<file path="src/rtl/dmem_arbiter_pkg.sv">
// Shared definitions for the data-memory arbiter: op-code encodings,
// the load/store bit position, default starvation limit and the
// access bundle that is muxed onto the memory port.
package dmem_arbiter_pkg;

  // Memory op codes; bit2 set marks a load
  localparam logic [2:0] OP_SB  = 3'b000;
  localparam logic [2:0] OP_SH  = 3'b001;
  localparam logic [2:0] OP_SW  = 3'b010;
  localparam logic [2:0] OP_LB  = 3'b100;
  localparam logic [2:0] OP_LH  = 3'b101;
  localparam logic [2:0] OP_LW  = 3'b110;
  localparam logic [2:0] OP_LBU = 3'b111;

  localparam int LS_BIT = 2;

  // Default cycles port D may wait before it is force-granted
  localparam int DMEM_ARB_STARVE_MAX = 15;

  typedef struct packed {
    logic [2:0]  op;
    logic [10:0] addr;
    logic [31:0] wdata;
  } arb_acc_t;

  // Idle memory port: load-type op so nothing can be written
  localparam arb_acc_t IDLE_ACC = '{op: OP_LB, addr: 11'd0, wdata: 32'd0};

  function automatic logic is_load(input logic [2:0] op);
    return op[LS_BIT];
  endfunction

endpackage

</file>
<file path="src/rtl/dmem_arbiter_if.sv">
// Requester ports C and D plus the shared memory port, bundled.
// slave: arbiter side. master: requesters + memory side.
interface dmem_arbiter_if;
  logic        c_req;
  logic [2:0]  c_op;
  logic [10:0] c_addr;
  logic [31:0] c_wdata;
  logic        c_gnt;
  logic        c_rvalid;
  logic [31:0] c_rdata;

  logic        d_req;
  logic [2:0]  d_op;
  logic [10:0] d_addr;
  logic [31:0] d_wdata;
  logic        d_gnt;
  logic        d_rvalid;
  logic [31:0] d_rdata;

  logic        mem_stall;
  logic [2:0]  mem_op;
  logic [10:0] mem_addr;
  logic [31:0] mem_wdata;
  logic [31:0] mem_rdata;

  modport slave (
    input  c_req, c_op, c_addr, c_wdata,
    output c_gnt, c_rvalid, c_rdata,
    input  d_req, d_op, d_addr, d_wdata,
    output d_gnt, d_rvalid, d_rdata,
    output mem_stall, mem_op, mem_addr, mem_wdata,
    input  mem_rdata
  );

  modport master (
    output c_req, c_op, c_addr, c_wdata,
    input  c_gnt, c_rvalid, c_rdata,
    output d_req, d_op, d_addr, d_wdata,
    input  d_gnt, d_rvalid, d_rdata,
    input  mem_stall, mem_op, mem_addr, mem_wdata,
    output mem_rdata
  );
endinterface

</file>
<file path="src/rtl/dmem_arb_pick.sv">
// Combinational winner select between ports C and D.
// prio_d flips the tie-break toward D (starvation limit hit, or
// round-robin pointer says C went last).
module dmem_arb_pick (
  input  logic c_req,
  input  logic d_req,
  input  logic prio_d,
  output logic sel_c,
  output logic sel_d
);

  // D wins when alone or when it holds priority; otherwise C
  assign sel_d = d_req & (~c_req | prio_d);
  assign sel_c = c_req & ~sel_d;

endmodule

</file>
<file path="src/rtl/syn_reg.sv">
// Generic flop bank with asynchronous active-low reset to RST_VAL.
module syn_reg #(
  parameter int          W       = 1,
  parameter logic [W-1:0] RST_VAL = '0
) (
  input  logic         clk,
  input  logic         nrst,
  input  logic [W-1:0] d,
  output logic [W-1:0] q
);

  // Plain register, cleared asynchronously
  always_ff @(posedge clk or negedge nrst) begin
    if (!nrst) q <= RST_VAL;
    else       q <= d;
  end

endmodule

</file>
<file path="src/rtl/dmem_arbiter.sv">
// Two-port arbiter/sequencer in front of the data memory.
// One access per cycle, 0-cycle grant, load data returned one cycle
// after grant with a per-port valid strobe.
// Build option: DMEM_ARB_RR_EN selects round-robin arbitration;
// undefined gives fixed C priority with a port-D starvation counter.
module dmem_arbiter
  import dmem_arbiter_pkg::*;
#(
  parameter int STARVE_MAX = DMEM_ARB_STARVE_MAX
) (
  input logic           clk,
  input logic           nrst,
  dmem_arbiter_if.slave bus
);

  logic     c_req_v, d_req_v;
  logic     prio_d, sel_c, sel_d;
  logic     rd_own_c, rd_own_d;
  arb_acc_t c_acc, d_acc, win;

  // No grants while reset is asserted
  assign c_req_v = bus.c_req & nrst;
  assign d_req_v = bus.d_req & nrst;

`ifdef DMEM_ARB_RR_EN
  logic last_c;

  // Round-robin pointer: remembers which port won the last grant;
  // reset value says C went last so D is preferred first
  always_ff @(posedge clk or negedge nrst) begin
    if (!nrst)              last_c <= 1'b1;
    else if (sel_c | sel_d) last_c <= sel_c;
  end

  assign prio_d = last_c;
`else
  localparam logic [7:0] STARVE_LIM = 8'(STARVE_MAX);
  logic [7:0] wait_cnt;

  // Count cycles D is kept waiting; saturate at the limit, clear
  // once D is served or stops asking
  always_ff @(posedge clk or negedge nrst) begin
    if (!nrst)                        wait_cnt <= 8'd0;
    else if (!bus.d_req || sel_d)     wait_cnt <= 8'd0;
    else if (wait_cnt != STARVE_LIM)  wait_cnt <= wait_cnt + 8'd1;
  end

  assign prio_d = (wait_cnt == STARVE_LIM);
`endif

  dmem_arb_pick u_pick (
    .c_req  (c_req_v),
    .d_req  (d_req_v),
    .prio_d (prio_d),
    .sel_c  (sel_c),
    .sel_d  (sel_d)
  );

  assign c_acc = '{op: bus.c_op, addr: bus.c_addr, wdata: bus.c_wdata};
  assign d_acc = '{op: bus.d_op, addr: bus.d_addr, wdata: bus.d_wdata};

  // Steer the winning access onto the memory port, idle pattern otherwise
  always_comb begin
    win = IDLE_ACC;
    if (sel_c)      win = c_acc;
    else if (sel_d) win = d_acc;
  end

  assign bus.mem_stall = ~(sel_c | sel_d);
  assign bus.mem_op    = win.op;
  assign bus.mem_addr  = win.addr;
  assign bus.mem_wdata = win.wdata;
  assign bus.c_gnt     = sel_c;
  assign bus.d_gnt     = sel_d;

  // Read ownership: a granted load makes its port the owner of the
  // word returned next cycle; stores never own a response
  syn_reg #(.W(1)) u_own_c (
    .clk  (clk),
    .nrst (nrst),
    .d    (sel_c & is_load(bus.c_op)),
    .q    (rd_own_c)
  );

  syn_reg #(.W(1)) u_own_d (
    .clk  (clk),
    .nrst (nrst),
    .d    (sel_d & is_load(bus.d_op)),
    .q    (rd_own_d)
  );

  assign bus.c_rvalid = rd_own_c;
  assign bus.d_rvalid = rd_own_d;
  assign bus.c_rdata  = bus.mem_rdata;
  assign bus.d_rdata  = bus.mem_rdata;

endmodule

</file>
<file path="src/flat_wrapper.sv">
// flat-port wrapper written by rule: the top's interface ports become plain ports
module dmem_arbiter_flat import dmem_arbiter_pkg::*;
#(
  parameter int STARVE_MAX = DMEM_ARB_STARVE_MAX
)
  (clk, nrst, bus_c_req, bus_c_op, bus_c_addr, bus_c_wdata, bus_c_gnt, bus_c_rvalid, bus_c_rdata, bus_d_req, bus_d_op, bus_d_addr, bus_d_wdata, bus_d_gnt, bus_d_rvalid, bus_d_rdata, bus_mem_stall, bus_mem_op, bus_mem_addr, bus_mem_wdata, bus_mem_rdata);
  dmem_arbiter_if bus_i ();
  input logic clk;
  input logic nrst;
  input wire logic [$bits(bus_i.c_req)-1:0] bus_c_req;
  input wire logic [$bits(bus_i.c_op)-1:0] bus_c_op;
  input wire logic [$bits(bus_i.c_addr)-1:0] bus_c_addr;
  input wire logic [$bits(bus_i.c_wdata)-1:0] bus_c_wdata;
  output wire logic [$bits(bus_i.c_gnt)-1:0] bus_c_gnt;
  output wire logic [$bits(bus_i.c_rvalid)-1:0] bus_c_rvalid;
  output wire logic [$bits(bus_i.c_rdata)-1:0] bus_c_rdata;
  input wire logic [$bits(bus_i.d_req)-1:0] bus_d_req;
  input wire logic [$bits(bus_i.d_op)-1:0] bus_d_op;
  input wire logic [$bits(bus_i.d_addr)-1:0] bus_d_addr;
  input wire logic [$bits(bus_i.d_wdata)-1:0] bus_d_wdata;
  output wire logic [$bits(bus_i.d_gnt)-1:0] bus_d_gnt;
  output wire logic [$bits(bus_i.d_rvalid)-1:0] bus_d_rvalid;
  output wire logic [$bits(bus_i.d_rdata)-1:0] bus_d_rdata;
  output wire logic [$bits(bus_i.mem_stall)-1:0] bus_mem_stall;
  output wire logic [$bits(bus_i.mem_op)-1:0] bus_mem_op;
  output wire logic [$bits(bus_i.mem_addr)-1:0] bus_mem_addr;
  output wire logic [$bits(bus_i.mem_wdata)-1:0] bus_mem_wdata;
  input wire logic [$bits(bus_i.mem_rdata)-1:0] bus_mem_rdata;
  assign bus_i.c_req = bus_c_req;
  assign bus_i.c_op = bus_c_op;
  assign bus_i.c_addr = bus_c_addr;
  assign bus_i.c_wdata = bus_c_wdata;
  assign bus_c_gnt = bus_i.c_gnt;
  assign bus_c_rvalid = bus_i.c_rvalid;
  assign bus_c_rdata = bus_i.c_rdata;
  assign bus_i.d_req = bus_d_req;
  assign bus_i.d_op = bus_d_op;
  assign bus_i.d_addr = bus_d_addr;
  assign bus_i.d_wdata = bus_d_wdata;
  assign bus_d_gnt = bus_i.d_gnt;
  assign bus_d_rvalid = bus_i.d_rvalid;
  assign bus_d_rdata = bus_i.d_rdata;
  assign bus_mem_stall = bus_i.mem_stall;
  assign bus_mem_op = bus_i.mem_op;
  assign bus_mem_addr = bus_i.mem_addr;
  assign bus_mem_wdata = bus_i.mem_wdata;
  assign bus_i.mem_rdata = bus_mem_rdata;
  dmem_arbiter #(.STARVE_MAX(STARVE_MAX)) u_core (.clk(clk), .nrst(nrst), .bus(bus_i));
endmodule
</file>
<file path="config.mk">
export PLATFORM = sky130hd
export DESIGN_NAME = dmem_arbiter_flat
export DESIGN_NICKNAME = d
export VERILOG_FILES = /design/src/rtl/dmem_arbiter_pkg.sv /design/src/rtl/dmem_arbiter_if.sv /design/src/rtl/dmem_arb_pick.sv /design/src/rtl/syn_reg.sv /design/src/rtl/dmem_arbiter.sv /design/src/flat_wrapper.sv
export SDC_FILE = /design/constraint.sdc
export NUM_CORES = 1
export LEC_CHECK = 0
export ABC_AREA = 0
export BUFFER_PORTS_ARGS = -buffer_cell sky130_fd_sc_hd__buf_4
export CORE_AREA = 4 4 93 95
export DETAILED_ROUTE_END_ITERATION = 16
export DIE_AREA = 0 0 97 99
export SYNTH_ARGS = -nofsm -noshare
export SYNTH_HDL_FRONTEND = slang
export SYNTH_SLANG_ARGS = --single-unit
export TNS_END_PERCENT = 1
</file>
<file path="constraint.sdc">
create_clock -name clk -period 2.4 [get_ports clk]
set_clock_uncertainty 0.05 [all_clocks]
set_input_delay 0.36 -clock clk [delete_from_list [all_inputs] [get_ports clk]]
set_output_delay 0.36 -clock clk [all_outputs]
set_load 0.005 [all_outputs]
</file>
# Word level (Yosys, flattened, before mapping)
# Cells that the tools add are included.
word_totals:
  reg_bits: 10
  latch_bits: 0
  ram_bits: 0
  rom_bits: 0
  in_bits: 128
  out_inout_bits: 115
  elab_cells: 24
  memories: 0
op_classes:
  addsub: 1
  mul: 0
  div_mod_pow: 0
  n_lt_le_gt_ge: 0
  eq_ne: 2
  shifts: 0
  mux: 4
  bitwise_logic: 11
  n_reduce_logical: 3
op_table:
  columns: ["operator", "n"]
  rows:
  - ["two-way mux 46 bit", 2]
  - ["two-way mux 8 bit", 2]
  - ["adder 8 x 1 -> 8 bit (second input constant)", 1]
  - ["== test 8 x 4 -> 1 bit (second input constant)", 1]
  - ["inequality test 8 x 4 -> 1 bit (second input constant)", 1]
  - ["bitwise AND 1 bit", 6]
  - ["inverter 1 bit", 3]
  - ["OR 1 bit", 2]
  - ["nonzero test 2 bit", 1]
  - ["logical NOT 1 bit", 1]
  - ["logical OR 1 bit", 1]

# Longest topological paths before layout
depth:
  ltp_word: 8
  ltp_mapped: 6
  depth_no_buf: 4

# Hierarchy
# From an unflattened synthesis, not the netlist that was laid out.
unflattened:
  cells_unflattened: 181
  hier_area_um2: 1457.6
by_module_without_submodules:
  columns: ["mod", "instances", "cells_per_inst", "area_each_um2", "seq_area_each_um2"]
  rows:
  - ["dmem_arbiter", 1, 176, 1388.8, 200.2]
  - ["syn_reg", 2, 1, 25.0, 25.0]
  - ["dmem_arb_pick", 1, 3, 18.8, 0.0]

# Worst setup path before layout
# Ideal clock, no wire load.
synth_path:
  path_type: "register to output"
  startpoint: "reg u_core.wait_cnt[0]"
  endpoint: "out bus_mem_addr[0]"
  t_arrival_ps: 1478
  required_time_ps: 1990
  slack_ps: 512
  stages_incl_launch_ff: 7
  n_path_buf: 2
  path_cell_list: "dfrtp_1 > ha_1 > and3_1 > a31oi_1 > buf_4 > buf_6 > o2bb2ai_1"
synth_between:
  elab_chain_cells: 6
  word_cells_on_any_way: 7
  classes_between: "1 x eq/ne; 2 x mux; 4 x bitwise"
synth_lines:
  columns: ["element", "line_no", "source"]
  rows:
  - ["start: declaration", "dmem_arbiter.sv:38", "logic [7:0] wait_cnt;"]
  - ["start signal: assignment", "dmem_arbiter.sv:45", "else if (wait_cnt != STARVE_LIM) wait_cnt <= wait_cnt + 8'd1;"]
  - ["== test 8 x 4 -> 1 bit *", "dmem_arbiter.sv:48", "assign prio_d = (wait_cnt == STARVE_LIM);"]
  - ["OR 1 bit *", "dmem_arb_pick.sv:13", "assign sel_d = d_req & (~c_req | prio_d);"]
  - ["bitwise AND 1 bit *", "dmem_arb_pick.sv:13", null]
  - ["inverter 1 bit", "dmem_arb_pick.sv:14", "assign sel_c = c_req & ~sel_d;"]
  - ["bitwise AND 1 bit", "dmem_arb_pick.sv:14", null]
  - ["two-way mux 46 bit *", "dmem_arbiter.sv:65", "if (sel_c) win = c_acc;"]
  - ["end: declaration", "flat_wrapper.sv:26", "output wire logic [$bits(bus_i.mem_addr)-1:0] bus_mem_addr;"]
# Mark *: on every way between the ends. The rest lies on a longest branch, timed or not.

# Worst setup path in the final report
# Same ends and word-level chain as after synthesis.

==> results by group <==
Synthesis
  • Post-synth ARST share: 100%
  • Synth top area cells: buf_4 (28%), o2bb2ai_1 (22%), dfrtp_1 (14%)
  • Top cell type's share of synthesized area: 27.7%
  • Cell variety after synth: 29
  • YS warnings: 0
  • Mapped cell area: about 0.0018 mm²
  • Mapped Cells: 234
  • Top FF cell, synth: dfrtp_1
  • Share of the yosys chip area belonging to registers: 14.2%
  • Area leader, netlist: buf_4
  • Post-Syn Area per Cell: 7.52 µm²
  • Top-count cell post-synth: buf_4
  • Seq cells post-synth: 10
  • Post-synth EDFFs: 0
  • Net count after synthesis: 363
  • Post-synth top cells: buf_4 (65), nand3_1 (49), o2bb2ai_1 (45), clkbuf_1 (11), dfrtp_1 (10)

Power and ir drop
  • VDD IR max: 134 µV
  • Net Sw Power: 226 µW
  • Pint: approximately 550 µW
  • Total power: 773 µW
  • Comb pwr share: about half
  • PD cells: 286 mW/mm²
  • Sw Ratio: between 20% and 30%
  • Pleak: 1.21 nW
  • Clk pwr share: between 20% and 30%
  • Sequential share of power: 22.8%

GRT
  • First-pass GRT wire length: 10800 µm
  • Routing usage on met1: 15.8%
  • Met2 global-route usage: about a quarter
  • Initial antenna violation count: 0
  • GRT Total Usage: between 10% and 20%
  • Total grt overflow: 0
  • Met3 usage: 3.68%
  • Pin count of the biggest net entering global routing: 35
  • Top Usage Layer GRT: met2
  • Vias in the first global route: 2029

Final layout
  • Finished Layout Cells: 414
  • Fillers: about 820
  • Fin nets: approximately 440
  • # diodes: 0
  • Share of cells above drive strength 1: between 50 and 60%
  • Synth-to-Final Area Change: 53.7%
  • Area taken by multi-input logic gates: about 940 µm²
  • FF+latch area: 253 µm²

Worst setup path
  • Slowest-stage cell, CP: dfrtp_1
  • CP Cell Sequence: ha_2 > and3_4 > a31oi_4 > buf_12 > buf_8 > o2bb2ai_1 > buf_4
  • Required @ worst endpoint: 1.99 ns
  • CP peak stage delay: 0.41 ns
  • CP Launch Type: register
  • Worst path arrival time: 1.89 ns
  • Worst r2r path cells: 3
  • Crit path kind: reg -> out
  • CP max FO: 14
  • CP Capture Type: primary output

STA
  • Final Hold Vio Count: 0
  • Slew @ Worst Pin: 0.419 ns
  • FMAX: 0.434 GHz
  • Pins Over Slew Limit: 0
  • Endpoints failing setup: 0
  • Crit path time final: 2.30 ns
  • Tcrit/Tclk final: 96.0%
  • Unrepaired setup endpoints after global routing: false
  • Setup TNS Final: 0 ns
  • Rel. slew slack: 72.0%

Floorplan
  • Die height: 99 µm
  • Num rows: 32
  • I/O pin total: 243
  • Die area: between 0.009 and 0.01 mm²
  • Core Region: 0.00773 mm²
  • Starting density of the core: 22.8%
  • Die X: 97 µm

Route
  • Wirelength per Cell: 18.4 µm
  • Drt pass-1 iters: 5
  • Vias per Instance: between 4 and 5
  • Vias: 2036
  • Post-route antenna net violation count: 0
  • Drt drc: 0
  • Iteration-0 DRC count of the detailed router: 75
  • Post-Route WL: about 7600 µm

Clocking
  • Longest Clk Path Bufs: 2
  • CTS buffer count: 3
  • Worst-path clk slew: 0.05 ns
  • CTS tree: done
  • Clock tree sinks: 10
  • Root buffer cell: clkbuf_8
  • Clock Latency Late Sink: 0.24 ns
  • H-tree levels: 1

Run status
  • Status: completed

Placed design
  • DP HPWL: 5760 µm
  • Count of input and output buffers: ~150
  • GP Congestion: 0.765
  • Placed Instances: 404

Flow run
  • Max-cap viol count: 0

Worst hold path
  • Worst Hold Class: in -> async
placed cells by master, fill, tap and decap left out, types with 2 or more instances in the layout:
cell / n
clkbuf_16: 2
nand3_1: 49
nand2_1: 6
dfrtp_1: 8
o2bb2ai_1: 45
nand4_1: 2
buf_12: 5
nor3_1: 3
dfrtp_2: 2
a21oi_1: 7
or3_1: 4
nor2_1: 2
buf_6: 3
o21ai_0: 5
inv_1: 2
buf_4: 148
clkbuf_8: 4
path summary, 6_finish.rpt:
| kind | slack (ns) | end | startpoint |
|---|---|---|---|
| max reg2reg | 0.68 | u_core.wait_cnt[0] | u_core.wait_cnt[5] |
| min reg2reg | 0.53 | u_core.wait_cnt[1] | u_core.wait_cnt[1] |
| max in group asynchronous | 1.53 | u_core.wait_cnt[4] | nrst |
| max | 0.1 | bus_mem_addr[0] | u_core.wait_cnt[0] |
| min | 0.20 | u_core.wait_cnt[2] | nrst |
| min in group clk | 0.29 | u_core.u_own_c.q | bus_c_op[2] |
what timing repair did:
action,in CTS,in global routing
hold buffers,1,0
setup buffers,0,1
hold endpoints to repair,2,0
resized for setup,0,8
setup endpoints to repair,0,21
registers in the layout, indices dropped and copies added (netlist names):
register          flops
u_core.u_own_c.q      1
u_core.wait_cnt       8
u_core.u_own_d.q      1
cells by family after synthesis:
group / Yosys count / share of synthesized area (%)
XOR/XNOR: 1 / 0.498
buffers and inverters: 88 / 34.0
AND/OR/NAND/NOR: 72 / 22.0
adder cells (fa/ha/maj): 1 / 0.711
AO/OA/AOI/OAI: 62 / 28.6
flip-flops: 10 / 14.2
layout make-up:
type | instances | area share, %
tap | 102 | 4.72
inverter | 2 | 0.278
clock buffer | 4 | 2.04
sequential | 10 | 9.34
timing repair buffer | 160 | 48.8
multi-input combinational | 136 | 34.8
critical path: cells and delay by family (launching register included):
family	cells	cell delay, ns
AND/OR/NAND/NOR	1	0.18
flip-flops	1	0.41
buffers and inverters	3	0.45
adder cells (fa/ha/maj)	1	0.23
AO/OA/AOI/OAI	2	0.38
layer usage:
layer	part of all wire (%)	routed length [µm]
met3	7.9	598
met5	0	0
met4	2.7	207
met2	51	3860
met1	39	2950
metrics by stage:
stage	hold WS, ns	cell area (µm²)	util [%]	setup WS [ns]
after CTS	0.202	2590	33.5	0.0378
after global routing	0.226	2710	35.0	0.00979
after floorplan	0.0144	1760	-	0.512
after detailed placement	0.205	2530	32.7	0.304
final	0.201	2710	35.0	0.0958
after global placement	0.207	2530	32.7	0.345
power groups by stage:
stage	clock (mW)	sequential (mW)	combinational (mW)
6_report	0.218	0.176	0.379
4_1_cts	0.222	0.176	0.363
3_3_place_gp	0	0.178	0.359
2_1_floorplan	0	0.178	0.205
5_1_grt	0.232	0.176	0.411
3_5_place_dp	0	0.179	0.361
Power figures use the tool's default switching activity.
